### config.mk
export PLATFORM = sky130hd
export DESIGN_NAME = sin_dds_ctrl
export DESIGN_NICKNAME = d
export VERILOG_FILES = /design/src/rtl/sin_pkg.sv /design/src/rtl/sin_quad_fold.sv /design/src/rtl/sin_dds_ctrl.sv
export SDC_FILE = /design/constraint.sdc
export NUM_CORES = 1
export LEC_CHECK = 0
export BUFFER_PORTS_ARGS = -buffer_cell sky130_fd_sc_hd__clkbuf_2
export CELL_PAD_IN_SITES_DETAIL_PLACEMENT = 1
export CELL_PAD_IN_SITES_GLOBAL_PLACEMENT = 1
export CORE_MARGIN = 2
export CORE_UTILIZATION = 33
export CTS_CLUSTER_DIAMETER = 50
export DETAILED_ROUTE_END_ITERATION = 8
export GPL_ROUTABILITY_DRIVEN = 0
export PLACE_DENSITY = 0.74
export SKIP_CTS_REPAIR_TIMING = 1
export SLEW_MARGIN = 20
export SYNTH_ARGS = -nofsm -noshare
export SYNTH_HDL_FRONTEND = slang
export SYNTH_SLANG_ARGS = --single-unit
export TNS_END_PERCENT = 20
### constraint.sdc
create_clock -name clk -period 3.6 [get_ports clk]
set_input_delay 0.54 -clock clk [delete_from_list [all_inputs] [get_ports clk]]
set_output_delay 0.54 -clock clk [all_outputs]
set_load 0.02 [all_outputs]
### src/rtl/sin_pkg.sv
// Shared definitions for the sine DDS sequencer: FSM encoding, quadrant codes
// and the helpers that locate the table index field inside the phase word.
package sin_pkg;

    // Sequencer states; one table read per pass through StIssue.
    typedef enum logic [1:0] {
        StIdle    = 2'd0,
        StIssue   = 2'd1,
        StCapture = 2'd2,
        StPresent = 2'd3
    } dds_state_e;

    // Quadrant codes taken from the two phase MSBs.
    localparam logic [1:0] Q0 = 2'd0;
    localparam logic [1:0] Q1 = 2'd1;
    localparam logic [1:0] Q2 = 2'd2;
    localparam logic [1:0] Q3 = 2'd3;

    // Default geometry, matching the sin_table defaults.
    localparam int unsigned DefDataWidth  = 8;
    localparam int unsigned DefAddrWidth  = 8;
    localparam int unsigned DefPhaseWidth = 24;

    // Index field position for the default geometry.
    localparam int unsigned IdxMsb = DefPhaseWidth - 3;
    localparam int unsigned IdxLsb = DefPhaseWidth - 2 - DefAddrWidth;

    // Index MSB sits just below the two quadrant bits.
    function automatic int unsigned idx_msb(input int unsigned phase_width);
        return phase_width - 3;
    endfunction

    // Index LSB; everything below it is fractional phase.
    function automatic int unsigned idx_lsb(input int unsigned phase_width,
                                            input int unsigned addr_width);
        return phase_width - 2 - addr_width;
    endfunction

endpackage

### src/rtl/sin_quad_fold.sv
// Quarter-wave folding: maps a phase word to a quarter-wave table address and
// a negate flag. Purely combinational; only used in the full-wave build.
module sin_quad_fold
    import sin_pkg::*;
#(
    parameter int unsigned PHASE_WIDTH = DefPhaseWidth,
    parameter int unsigned ADDR_WIDTH  = DefAddrWidth
) (
    input  logic [PHASE_WIDTH-1:0] phase_i,
    output logic [ADDR_WIDTH-1:0]  addr_o,
    output logic                   negate_o
);

    localparam int unsigned Msb = idx_msb(PHASE_WIDTH);
    localparam int unsigned Lsb = idx_lsb(PHASE_WIDTH, ADDR_WIDTH);

    logic [1:0]            quad;
    logic [ADDR_WIDTH-1:0] idx;

    assign quad = phase_i[PHASE_WIDTH-1 -: 2];
    assign idx  = phase_i[Msb:Lsb];

    // Fractional phase bits only matter to the accumulator, not the address.
    if (Lsb > 0) begin : g_frac
        logic unused_frac;
        assign unused_frac = ^phase_i[Lsb-1:0];
    end

    // Odd quadrants walk the table backwards; the upper half-wave is negated.
    always_comb begin
        addr_o   = idx;
        negate_o = 1'b0;
        unique case (quad)
            Q0: begin
                addr_o   = idx;
                negate_o = 1'b0;
            end
            Q1: begin
                addr_o   = ~idx;
                negate_o = 1'b0;
            end
            Q2: begin
                addr_o   = idx;
                negate_o = 1'b1;
            end
            Q3: begin
                addr_o   = ~idx;
                negate_o = 1'b1;
            end
            default: begin
                addr_o   = idx;
                negate_o = 1'b0;
            end
        endcase
    end

endmodule

### src/rtl/sin_dds_ctrl.sv
// DDS sequencer around an external quarter-wave sin_table ROM. Keeps a phase
// accumulator and frequency word, issues one table read per sample and
// delivers samples on a valid/ready stream.
// Build option SIN_DDS_FULL_WAVE_EN: enables quadrant folding and signed
// full-wave reconstruction; without it the table is swept directly.
module sin_dds_ctrl
    import sin_pkg::*;
#(
    parameter int unsigned DATA_WIDTH  = DefDataWidth,
    parameter int unsigned ADDR_WIDTH  = DefAddrWidth,
    parameter int unsigned PHASE_WIDTH = DefPhaseWidth
) (
    input  logic                   clk,
    input  logic                   rst_n,
    input  logic                   en_i,
    input  logic [PHASE_WIDTH-1:0] freq_i,
    input  logic                   freq_load_i,
    input  logic                   phase_clr_i,
    output logic [ADDR_WIDTH-1:0]  tbl_addr_o,
    output logic                   tbl_rd_o,
    input  logic [DATA_WIDTH-1:0]  tbl_dout_i,
    output logic [DATA_WIDTH:0]    sample_o,
    output logic                   sample_valid_o,
    input  logic                   sample_ready_i,
    output logic                   busy_o
);

    dds_state_e             state_q;
    logic [PHASE_WIDTH-1:0] phase_q, phase_d;
    logic [PHASE_WIDTH-1:0] freq_q;
    logic [ADDR_WIDTH-1:0]  tbl_addr_q;
    logic                   tbl_rd_q;
    logic [DATA_WIDTH:0]    sample_q, sample_d;
    logic                   sample_valid_q;
    logic                   busy_q;
    logic [ADDR_WIDTH-1:0]  issue_addr;
    logic                   handshake;
    logic                   start_issue;

    assign handshake   = (state_q == StPresent) && sample_ready_i;
    assign start_issue = en_i && ((state_q == StIdle) || handshake);

    // Next phase: clear beats the handshake increment; wrap is modulo 2^PW.
    always_comb begin
        phase_d = phase_q;
        if (phase_clr_i) begin
            phase_d = '0;
        end else if (handshake) begin
            phase_d = phase_q + freq_q;
        end
    end

`ifdef SIN_DDS_FULL_WAVE_EN
    logic issue_neg;
    logic neg_q;

    // Address is folded from the phase the new sample will use.
    sin_quad_fold #(
        .PHASE_WIDTH (PHASE_WIDTH),
        .ADDR_WIDTH  (ADDR_WIDTH)
    ) u_fold (
        .phase_i  (phase_d),
        .addr_o   (issue_addr),
        .negate_o (issue_neg)
    );

    // Quadrant sign travels with the in-flight sample, captured at issue.
    always_ff @(posedge clk or negedge rst_n) begin
        if (!rst_n) begin
            neg_q <= 1'b0;
        end else if (start_issue) begin
            neg_q <= issue_neg;
        end
    end

    // Two's-complement rebuild; a zero magnitude negates to zero.
    always_comb begin
        sample_d = {1'b0, tbl_dout_i};
        if (neg_q) begin
            sample_d = -{1'b0, tbl_dout_i};
        end
    end
`else
    // Quarter-wave sweep: top phase bits address the table directly.
    assign issue_addr = phase_d[PHASE_WIDTH-1 -: ADDR_WIDTH];

    // Unsigned magnitude, zero-extended.
    always_comb begin
        sample_d = {1'b0, tbl_dout_i};
    end
`endif

    // Phase accumulator and frequency word.
    always_ff @(posedge clk or negedge rst_n) begin
        if (!rst_n) begin
            phase_q <= '0;
            freq_q  <= '0;
        end else begin
            phase_q <= phase_d;
            if (freq_load_i) begin
                freq_q <= freq_i;
            end
        end
    end

    // Sequencer FSM with registered table strobe, sample and status outputs.
    always_ff @(posedge clk or negedge rst_n) begin
        if (!rst_n) begin
            state_q        <= StIdle;
            tbl_addr_q     <= '0;
            tbl_rd_q       <= 1'b0;
            sample_q       <= '0;
            sample_valid_q <= 1'b0;
            busy_q         <= 1'b0;
        end else begin
            tbl_rd_q <= 1'b0;
            if (start_issue) begin
                tbl_addr_q <= issue_addr;
                tbl_rd_q   <= 1'b1;
            end
            unique case (state_q)
                StIdle: begin
                    if (en_i) begin
                        state_q <= StIssue;
                        busy_q  <= 1'b1;
                    end
                end
                StIssue: begin
                    state_q <= StCapture;
                end
                StCapture: begin
                    state_q        <= StPresent;
                    sample_q       <= sample_d;
                    sample_valid_q <= 1'b1;
                end
                StPresent: begin
                    if (sample_ready_i) begin
                        sample_valid_q <= 1'b0;
                        if (en_i) begin
                            state_q <= StIssue;
                        end else begin
                            state_q <= StIdle;
                            busy_q  <= 1'b0;
                        end
                    end
                end
                default: begin
                    state_q <= StIdle;
                    busy_q  <= 1'b0;
                end
            endcase
        end
    end

    assign tbl_addr_o     = tbl_addr_q;
    assign tbl_rd_o       = tbl_rd_q;
    assign sample_o       = sample_q;
    assign sample_valid_o = sample_valid_q;
    assign busy_o         = busy_q;

endmodule
# Word level (Yosys, flattened, before mapping)
# Index checks and enable logic that the tools add are counted.
# W data, S select, Z words.
# totals
output_inout_bits	20
reg_bits	69
input_bits	38
word_cells	39
# op_classes
n_reduce_logical	10
n_addsub	1
mux	13
eq_ne	6
# ops
op	count
$mux W24	2
$add A24 B24 Y24	1
$pmux W2 S4	1
$mux W1	6
$ne A2 B2 Y1 const B	3
$reduce_bool A2 Y1	3
$eq A2 B2 Y1 const B	2
$mux W2	2
$pmux W1 S2	2
$reduce_and A2 Y1	2
$reduce_and A4 Y1	1
$eq A2 B1 Y1 const B	1
$logic_and A1 B1 Y1	2
$logic_not A2 Y1	1
$logic_or A1 B1 Y1	1

# Longest topological paths before layout
# Gate-level depths: netlist (run 1).
# depth
word_depth	5
ltp_mapped	10

# Least setup slack after synthesis (run 1)
# Ideal clock, no wire load.
# synth_timing
kind	register to register
start	register phase_q[0]
end	register tbl_addr_q[6] (netlist: tbl_addr_o[6])
n_path_buf	0
path_slack_ns	1.252
path_stages_with_launch	11
required_time_ns	3.535
synth_period_minus_slack_ns	2.348
t_arrival_ns	2.283
cell_sequence	dfrtp_1 -> ha_1 -> inv_1 -> fa_1 -> nor2b_4 -> o2111ai_1 -> a21oi_2 -> o311ai_1 -> a2111o_1 -> a31oi_1 -> mux2_2
# synth_via
elab_chain_cells	3
# synth_lines
item	line_no	rtl
from (decl)	sin_dds_ctrl.sv:29	logic [PHASE_WIDTH-1:0] phase_q, phase_d;
from (signal assigned)	sin_dds_ctrl.sv:99	phase_q <= phase_d;
$add A24 B24 Y24	sin_dds_ctrl.sv:49	phase_d = phase_q + freq_q;
$mux W24	sin_dds_ctrl.sv:48	end else if (handshake) begin
$mux W24	sin_dds_ctrl.sv:46	if (phase_clr_i) begin
named net phase_d[22]	sin_dds_ctrl.sv:29	
to (signal assigned)	sin_dds_ctrl.sv:118	tbl_addr_q <= issue_addr;
to (decl)	sin_dds_ctrl.sv:31	logic [ADDR_WIDTH-1:0] tbl_addr_q;
# The timed path passes the listed nets, and every way through them passes these cells. The select of a mux whose other input is x is not followed.
# A chain may end at the register's enable or synchronous reset.

# Final worst setup path (run 1)
# Ends and elaborated chain as after synthesis.

==> impl_metrics.py, run 1 <==
metrics = {
    "floorplanning": {
        "ios": 58,
        "start_util": 0.337,
        "fp.dieW_um": 115,
        "rows": 40,
        "die_h_um": 115,
        "coreArea_um2": 12000,
        "dieArea_um2": 13100,
    },
    "cells_and_area": {
        "fillers": 1377,
        "stdcell_count": 611,
        "finish.utilization": 0.398,
        "drive_gt1_frac": 0.267,
        "layout.nets": 524,
        "finalInstanceArea_um2": 4760,
        "n_antenna_cell": 0,
        "syn_to_final_growth_pct": 18.0,
    },
    "clock_tree": {
        "htreeDepth": 3,
        "clk_path_buf_depth": 2,
        "clock_latency_ps": 340,
        "cts_root_buf": "clkbuf_16",
        "path_clk_slew_ps": 60,
        "cts_made_buffers": 9,
        "clock_sinks": 69,
        "cts_tree": "built",
    },
    "yosys": {
        "synth-edff-count": 0,
        "yosysUniqueCellTypes": 56,
        "postSynth.asyncResetShare": 1.00,
        "synth-main-ff-cell": "dfrtp_1",
        "synth.area.top_cells": "dfrtp_1 (43%), mux2_2 (10%), ha_1 (8.1%)",
        "synth_top_area_share": 0.428,
        "synth_seq_cells": 69,
        "netlist_area_um2": 4040,
        "synth_cells": 404,
        "ys_seq_area_frac": 0.428,
        "synth_common_cells": "dfrtp_1 (69), nand2_1 (48), a21oi_1 (40), mux2_2 (36), ha_1 (26)",
        "syn_avg_cell_area_um2": 9.99,
        "synth_nets": 469,
        "synth.most_common_cell": "dfrtp_1",
        "yosysWarnings": 0,
        "yosysTopAreaCell": "dfrtp_1",
    },
    "global_route": {
        "overflow": 0,
        "antenna_found_initial": 0,
        "grt_start_max_net_pins": 39,
        "grtUsageTotal": 0.169,
        "grt_pass1_vias": 3547,
        "grt_pass1_wl_mm": 17.2,
    },
    "timing": {
        "drv_slew": 0,
        "fin_ws_ps": 912,
        "post-route-period-util": 0.747,
        "fin_crit_ps": 2690,
        "slew_headroom": 0.469,
        "hold_viol_final": 0,
        "fmax_mhz": 372,
        "setup-tns-final_ps": 0,
        "finalClockSkew_ps": 5.55,
        "setup_viol": 0,
        "worst_slew_pin_slew_ps": 797,
        "rsz0062_at_grt": "false",
    },
    "power": {
        "comb_power_share": 0.381,
        "p_leak_nw": 2.25,
        "power_density_nw_per_um2": 644,
        "switching_share": 0.370,
        "p_int_w": 0.00193,
        "sequentialPowerShare": 0.345,
        "power.switching_w": 0.00113,
        "ir_worst_vdd_mv": 0.409,
        "clockPowerShare": 0.274,
    },
    "critical_path": {
        "crit_path_end_kind": "flop",
        "cp-start-kind": "flop",
        "critPathKind": "flop to flop",
        "cp.required_ps": 3880,
        "reg2reg_depth": 10,
        "reg2reg_to": "tbl_addr_o[6]",
        "r2r_slack_ps": 910,
        "arrival_ps": 2970,
        "rr_startpoint": "phase_q[0]",
        "worstSetupStartpoint": "phase_q[0]",
        "crit_fanout": 4,
    },
    "run_status": {
        "status": "finished clean",
    },
    "place": {
        "numPortBuffers": 56,
        "place_ws_ps": 1000,
        "hpwl_mm": 7.21,
        "postPlaceCellArea_um2": 4480,
        "dp_cells": 595,
    },
    "detailed_routing": {
        "vias_per_cell": 5.30,
        "drtIter0Drc": 141,
        "route.detailed.drc": 0,
        "vias": 3241,
        "drtAntennaViolNets": 0,
        "wl_per_cell_um": 16.4,
        "dr.pass1.iters": 4,
        "drt_wl_total_mm": 10.0,
    },
    "hold_path": {
        "holdCritPathClass": "input pin to asynchronous set/reset pin",
    },
    "run": {
        "max_cap_violations": 0,
    },
}
## power by group through the flow
stage          clock [W]  combinational, W  sequential [W]
3_3_place_gp           0           0.00112         0.00106
3_5_place_dp           0           0.00117         0.00107
6_report        0.000841           0.00117         0.00106
4_1_cts         0.000877           0.00118         0.00106
2_1_floorplan          0          0.000741         0.00116
5_1_grt         0.000910           0.00131         0.00108
## layer usage
layer,wire length [µm],share of wire,global-route usage,up-vias
met5,0,0,0,-
met4,186,0.019,0.0553,0
met3,334,0.033,0.0508,14
met2,4950,0.49,0.287,57
met1,4530,0.45,0.204,1594
li1,-,-,-,1576
## sequential cells by signal, indices dropped and copies added (netlist names)
signal	cells
freq_q	24
state_q	2
tbl_addr_o	8
tbl_rd_o	1
busy_o	1
phase_q	24
sample_valid_o	1
sample_o	8
## critical path, stage by stage (launching register included)
cell and delay, ps:
dfrtp_1 350, ha_1 170, inv_1 60, fa_1 420
nor2b_4 180, o2111ai_1 180, a21oi_2 270, o311ai_1 140
a2111o_1 430, a31oi_1 220, mux2_2 200
## per-stage QoR
step                      hold slack (ps)  total power, W
final                                 279         0.00307
after floorplan                       244         0.00190
after CTS                             298         0.00312
after global routing                  339         0.00330
after global placement                471         0.00219
after detailed placement              470         0.00224
## cell type report
type	instances	area [µm²]	share of cell area
Multi-Input combinational cell	309	2200	0.463
Clock inverter	5	35.0	0.00735
Tap cell	147	184	0.0386
Inverter	10	37.5	0.00788
Timing Repair Buffer	60	323	0.0678
Sequential cell	69	1730	0.362
Clock buffer	11	253	0.0531
## logic make-up (layout without fill, tap and decap cells)
logic type | Yosys count | count (layout) | share of synthesized area
fa+ha+maj | 27 | 27 | 0.0856
other cells | 1 | 1 | 0.000929
xor+xnor | 11 | 11 | 0.0239
mux | 41 | 41 | 0.113
flops | 69 | 69 | 0.428
buf+inv | 26 | 86 | 0.0257
simple gates | 113 | 113 | 0.133
compound gates | 116 | 116 | 0.190
## placed cells by master (no fill, tap or decap), types with 5 or more instances in the layout
| master | synthesis | routed |
|---|---|---|
| clkbuf_2 | 1 | 55 |
| a21o_1 | 12 | 12 |
| xnor2_1 | 6 | 6 |
| ha_1 | 26 | 26 |
| nor3_1 | 5 | 5 |
| xor2_1 | 5 | 5 |
| clkbuf_16 | 0 | 9 |
| o21ai_0 | 18 | 18 |
| nor2_1 | 25 | 25 |
| dfrtp_1 | 69 | 69 |
| nand3_1 | 6 | 6 |
| mux2_2 | 36 | 36 |
| o211ai_1 | 5 | 5 |
| inv_1 | 10 | 10 |
| mux2i_1 | 5 | 5 |
| nand2_1 | 48 | 48 |
| a21oi_1 | 40 | 40 |
## how the worst max path moves through the flow
stage | endpoint | slack, ps | cells past startpoint
after CTS | tbl_addr_o[6] | 920 | 10
after global placement | tbl_addr_o[6] | 1060 | 10
after floorplan | tbl_addr_o[6] | 1250 | 10
after detailed placement | tbl_addr_o[6] | 1000 | 10
after global routing | tbl_addr_o[6] | 720 | 10
final | tbl_addr_o[6] | 910 | 10
(Power assumes the default switching activity.)
==> run 2: changes to the inputs <==
--- a/config.mk
+++ b/config.mk
@@ -13,7 +13,7 @@
 export CTS_CLUSTER_DIAMETER = 50
 export DETAILED_ROUTE_END_ITERATION = 8
 export GPL_ROUTABILITY_DRIVEN = 0
-export PLACE_DENSITY = 0.74
+export PLACE_DENSITY = 0.77
 export SKIP_CTS_REPAIR_TIMING = 1
 export SLEW_MARGIN = 20
 export SYNTH_ARGS = -nofsm -noshare
==> constraint.sdc (replaced) <==
create_clock -name clk -period 2.2 [get_ports clk]
set_input_delay 0.33 -clock clk [delete_from_list [all_inputs] [get_ports clk]]
set_output_delay 0.33 -clock clk [all_outputs]
set_load 0.02 [all_outputs]
==> run 2 against run 1 <==
Against the previous run:
- the flow now finishes with violations (negative setup slack)
- setup slack worse by 1300 ps
- cell area is 13% higher
- routed wire length is 17% higher
- clock power is 90% higher
- register-to-register slack worse by 1300 ps
- clock skew is 3.0 ps higher
- clock-buffer cell count is 2 lower
- first-iteration DRC count is 9.2% lower
- via count is 8.7% higher
- sequential power is 65% higher
- total power is 84% higher
- combinational power is 96% higher
- critical path type unchanged
- critical endpoint unchanged
- largest cell class unchanged
- largest power group unchanged
==> impl_metrics.py, run 2 (same netlist as run 1, synthesis figures left out) <==
metrics = {
    "timing": {
        "fin_ws_ps": -373,
        "fin_crit_ps": 2570,
        "rsz0062_at_grt": "true",
        "post-route-period-util": 1.17,
        "worst_slew_pin_slew_ps": 703,
        "slew_headroom": 0.531,
        "hold_viol_final": 0,
        "setup_viol": 16,
        "holdWs_ps": 7.17,
        "finalClockSkew_ps": 8.55,
        "drv_slew": 0,
        "setup-tns-final_ps": -2220,
        "fmax_mhz": 389,
    },
    "clock_tree": {
        "clock_sinks": 69,
        "path_clk_slew_ps": 60,
        "htreeDepth": 3,
        "cts_tree": "built",
        "cts_root_buf": "clkbuf_16",
        "clock_latency_ps": 350,
        "cts_made_buffers": 9,
        "clk_path_buf_depth": 2,
    },
    "place": {
        "numPortBuffers": 56,
        "dp_cells": 641,
        "hpwl_mm": 8.26,
        "place_ws_ps": -294,
    },
    "hold_path": {
        "holdCritPathClass": "input pin to asynchronous set/reset pin",
    },
    "power": {
        "power_density_nw_per_um2": 1050,
        "p_leak_nw": 2.51,
        "ir_worst_vdd_mv": 0.550,
    },
    "detailed_routing": {
        "drt_wl_total_mm": 11.7,
        "vias": 3524,
        "drtAntennaViolNets": 0,
        "wl_per_cell_um": 17.6,
        "drtIter0Drc": 128,
        "vias_per_cell": 5.32,
        "dr.pass1.iters": 4,
        "route.detailed.drc": 0,
    },
    "global_route": {
        "overflow": 0,
        "grt_start_max_net_pins": 70,
        "antenna_found_initial": 0,
        "grt_pass1_wl_mm": 18.9,
        "grtUsageTotal": 0.184,
        "grt_pass1_vias": 3795,
    },
    "run_status": {
        "violations": "negative setup slack",
        "status": "finished, violations left",
    },
    "cells_and_area": {
        "stdcell_count": 663,
        "layout_common_cells": "dfrtp_1 (69), clkbuf_2 (55), buf_4 (55), nand2_1 (48), a21oi_1 (37)",
        "layout.nets": 576,
        "drive_gt1_frac": 0.382,
        "final_common_cell": "dfrtp_1",
        "multi_input_area_um2": 2380,
        "n_antenna_cell": 0,
        "finish.utilization": 0.449,
        "fillers": 1355,
        "reg.largest.list": "freq_q: 24 flops, phase_q: 24 flops",
        "final-seq-area_um2": 1730,
        "syn_to_final_growth_pct": 33.0,
    },
    "floorplanning": {
        "fp.dieW_um": 115,
        "die_h_um": 115,
        "coreArea_um2": 12000,
        "dieArea_um2": 13100,
        "start_util": 0.337,
        "ios": 58,
        "rows": 40,
    },
    "critical_path": {
        "cp.required_ps": 2490,
        "cp_slowest_cell": "a2111o_1",
        "arrival_ps": 2860,
        "max_stage_delay_ps": 450,
        "critPathKind": "flop to flop",
        "cp-start-kind": "flop",
        "crit_path_end_kind": "flop",
        "crit_fanout": 4,
        "path_cells": "ha_2 -> inv_1 -> fa_2 -> nor2b_4 -> o2111ai_4 -> a21oi_4 -> o311ai_2 -> a2111o_1 -> a31oi_1 -> mux2_2",
    },
    "run": {
        "max_cap_violations": 0,
    },
}
[run 2: changes by cell type in the layout (fill, tap and decap cells not counted), sizes merged]
cell,change
clkbuf,-2
bufinv,+2
buf,+52
clkinv,-2
clkinvlp,+2
[run 2: per-stage QoR]
stage | area [µm²] | power (W)
CTS | 5150 | 0.00557
finish | 5370 | 0.00564
detailed placement | 4830 | 0.00392
global placement | 4830 | 0.00379
floorplan | 4040 | 0.00311
global route | 5370 | 0.00599
[run 2: final cells by class]
type | count | area share
flip-flops and latches | 69 | 0.322
inverters | 10 | 0.00699
multi-input cells | 309 | 0.443
well taps | 147 | 0.0343
clock inverters | 7 | 0.0187
repair buffers | 112 | 0.133
clock buffers | 9 | 0.0420
[run 2: layer usage]
| metal | vias up | routed length [µm] | track usage |
|---|---|---|---|
| met5 | - | 0 | 0 |
| met4 | 0 | 185 | 0.0520 |
| met3 | 12 | 359 | 0.0466 |
| met2 | 51 | 6240 | 0.335 |
| met1 | 1789 | 4890 | 0.214 |
| li1 | 1672 | - | - |
[run 2: report_power, final]
part | switching [W] | internal (W) | total, W
clock | 0.000604 | 0.000996 | 0.00160
combinational | 0.00127 | 0.00103 | 0.00229
sequential | 0.000194 | 0.00155 | 0.00175
total | 0.00206 | 0.00357 | 0.00564
[run 2: critical path: cells and delay by family (launching register included)]
| kind | cells | cell delay [ps] |
|---|---|---|
| AO/OA/AOI/OAI | 5 | 1220 |
| adder cells (fa/ha/maj) | 2 | 540 |
| flip-flops | 1 | 350 |
| multiplexers | 1 | 190 |
| AND/OR/NAND/NOR | 1 | 150 |
| buffers and inverters | 1 | 50 |
[run 2: final timing paths]
| kind | start | to | slack [ps] | cells after the start |
|---|---|---|---|---|
| min in group clk | freq_i[18] | freq_q[18] | 210 | 2 |
| max in group asynchronous | rst_n | freq_q[22] | 1890 | 2 |
| setup reg to reg | phase_q[0] | tbl_addr_o[6] | -370 | 10 |
| hold reg to reg | tbl_addr_o[0] | tbl_addr_o[0] | 480 | 2 |
| hold / removal | rst_n | freq_q[2] | 7 | 2 |
| setup / recovery | phase_q[0] | tbl_addr_o[6] | -370 | 10 |
==> run 3: changes to the inputs <==
--- a/config.mk
+++ b/config.mk
@@ -14,6 +14,7 @@
 export DETAILED_ROUTE_END_ITERATION = 8
 export GPL_ROUTABILITY_DRIVEN = 0
 export PLACE_DENSITY = 0.77
+export RECOVER_POWER = 100
 export SKIP_CTS_REPAIR_TIMING = 1
 export SLEW_MARGIN = 20
 export SYNTH_ARGS = -nofsm -noshare
==> run 3 against run 2 <==
Against the previous run:
- the run ends with max-capacitance violations, max-slew violations, negative setup slack left
- combinational power decreased by 2%
- setup slack got worse by 6.3 ps
- total power decreased by 1.0%
- flip-flop and latch count unchanged
- global-route usage unchanged
- cell area decreased by 1.1%
- via count increased by 0.82%
- first-iteration DRC count decreased by 14%
- critical path type unchanged
==> impl_metrics.py, run 3 (same netlist as run 1, synthesis figures left out) <==
metrics = {
    "timing": {
        "rsz0062_at_grt": "true",
        "fin_crit_ps": 2580,
        "finalClockSkew_ps": 7.52,
        "slew_headroom": -0.177,
        "setup_viol": 18,
        "fmax_mhz": 388,
        "post-route-period-util": 1.17,
        "fin_ws_ps": -379,
        "holdWs_ps": 212,
        "drv_slew": 96,
        "worst_slew_pin_slew_ps": 1760,
        "hold_viol_final": 0,
    },
    "critical_path": {
        "cp.required_ps": 2490,
        "cp_slowest_cell": "a2111o_1",
        "crit_path_end_kind": "flop",
        "critPathKind": "flop to flop",
        "path_cells": "ha_2 -> inv_1 -> fa_2 -> nor2b_4 -> o2111ai_4 -> a21oi_4 -> o311ai_2 -> a2111o_1 -> a31oi_1 -> mux2_2",
        "crit_fanout": 4,
        "cp-start-kind": "flop",
        "max_stage_delay_ps": 450,
        "arrival_ps": 2870,
    },
    "detailed_routing": {
        "vias_per_cell": 5.36,
        "vias": 3553,
        "route.detailed.drc": 0,
        "drt_wl_total_mm": 11.7,
        "drtAntennaViolNets": 0,
        "wl_per_cell_um": 17.6,
        "drtIter0Drc": 110,
        "dr.pass1.iters": 4,
    },
    "floorplanning": {
        "rows": 40,
        "fp.dieW_um": 115,
        "dieArea_um2": 13100,
        "die_h_um": 115,
        "ios": 58,
        "coreArea_um2": 12000,
        "start_util": 0.337,
    },
    "cells_and_area": {
        "n_antenna_cell": 0,
        "layout.nets": 576,
        "final_common_cell": "dfrtp_1",
        "final-seq-area_um2": 1730,
        "layout_common_cells": "dfrtp_1 (69), buf_4 (54), nand2_1 (48), a21oi_1 (37), clkbuf_2 (37)",
        "syn_to_final_growth_pct": 31.6,
        "fillers": 1370,
        "multi_input_area_um2": 2360,
        "reg.largest.list": "freq_q: 24 flops, phase_q: 24 flops",
        "drive_gt1_frac": 0.337,
        "finish.utilization": 0.444,
    },
    "place": {
        "hpwl_mm": 8.26,
        "numPortBuffers": 56,
    },
    "clock_tree": {
        "cts_root_buf": "clkbuf_16",
        "cts_tree": "built",
        "clock_latency_ps": 350,
        "clk_path_buf_depth": 2,
        "cts_made_buffers": 9,
        "htreeDepth": 3,
        "clock_sinks": 69,
        "path_clk_slew_ps": 60,
    },
    "global_route": {
        "grtUsageTotal": 0.184,
        "grt_pass1_wl_mm": 18.9,
        "antenna_found_initial": 0,
        "overflow": 0,
        "grt_start_max_net_pins": 70,
        "grt_pass1_vias": 3795,
    },
    "power": {
        "p_leak_nw": 2.44,
        "power_density_nw_per_um2": 1050,
        "ir_worst_vdd_mv": 0.549,
        "p_total_w": 0.00558,
    },
    "run_status": {
        "status": "finished, violations left",
        "violations": "max-capacitance violations, max-slew violations, negative setup slack",
    },
    "run": {
        "max_cap_violations": 2,
    },
    "hold_path": {
        "holdCritPathClass": "input pin to flop",
    },
}
[run 3: changes by cell type in the layout (fill, tap and decap cells not counted), sizes merged]
cell	previous run	this run
buf	57	55
clkbuf	64	66
[run 3: path summary, 6_finish.rpt]
check	startpoint	end	slack (ps)	cells after the start
max	phase_q[0]	tbl_addr_o[6]	-380	10
min	freq_i[18]	freq_q[18]	210	2
max reg2reg	phase_q[0]	tbl_addr_o[6]	-380	10
min reg2reg	tbl_addr_o[0]	tbl_addr_o[0]	480	2
max in group asynchronous	rst_n	freq_q[22]	610	2
min in group asynchronous	rst_n	freq_q[6]	550	2
[run 3: final cells by class]
class,count,area share
Tap cell,147,0.0346
Clock buffer,9,0.0424
Clock inverter,7,0.0189
Timing Repair Buffer,112,0.126
Inverter,10,0.00707
Multi-Input combinational cell,309,0.445
Sequential cell,69,0.325
[run 3: stage by stage]
stage / std cells / TNS (ps) / cell area, µm² / worst slack [ps]
after CTS: 657 / -3670 / 5150 / -322
after global routing: 663 / -5700 / 5310 / -457
final: 663 / -2890 / 5310 / -379
after floorplan: 404 / -92.3 / 4040 / -47.6
after global placement: 641 / -1530 / 4830 / -204
after detailed placement: 641 / -3150 / 4830 / -294
[run 3: report_power, final]
| part | internal, W | switching, W |
|---|---|---|
| clock | 0.000996 | 0.000603 |
| combinational | 0.000973 | 0.00127 |
| sequential | 0.00155 | 0.000190 |
[run 3: worst max-delay path, delay by kind of cell (launching register included)]
kind                     cells  cell delay (ps)
flip-flops                   1              350
multiplexers                 1              190
AO/OA/AOI/OAI                5             1220
adder cells (fa/ha/maj)      2              550
AND/OR/NAND/NOR              1              150
buffers and inverters        1               50
[run 3: metal layers]
metal,routed length (µm),vias to the layer above,global-route usage
met5,0,-,0
met4,176,0,0.0520
met3,400,19,0.0466
met2,6220,56,0.335
met1,4880,1807,0.214
li1,-,1671,-
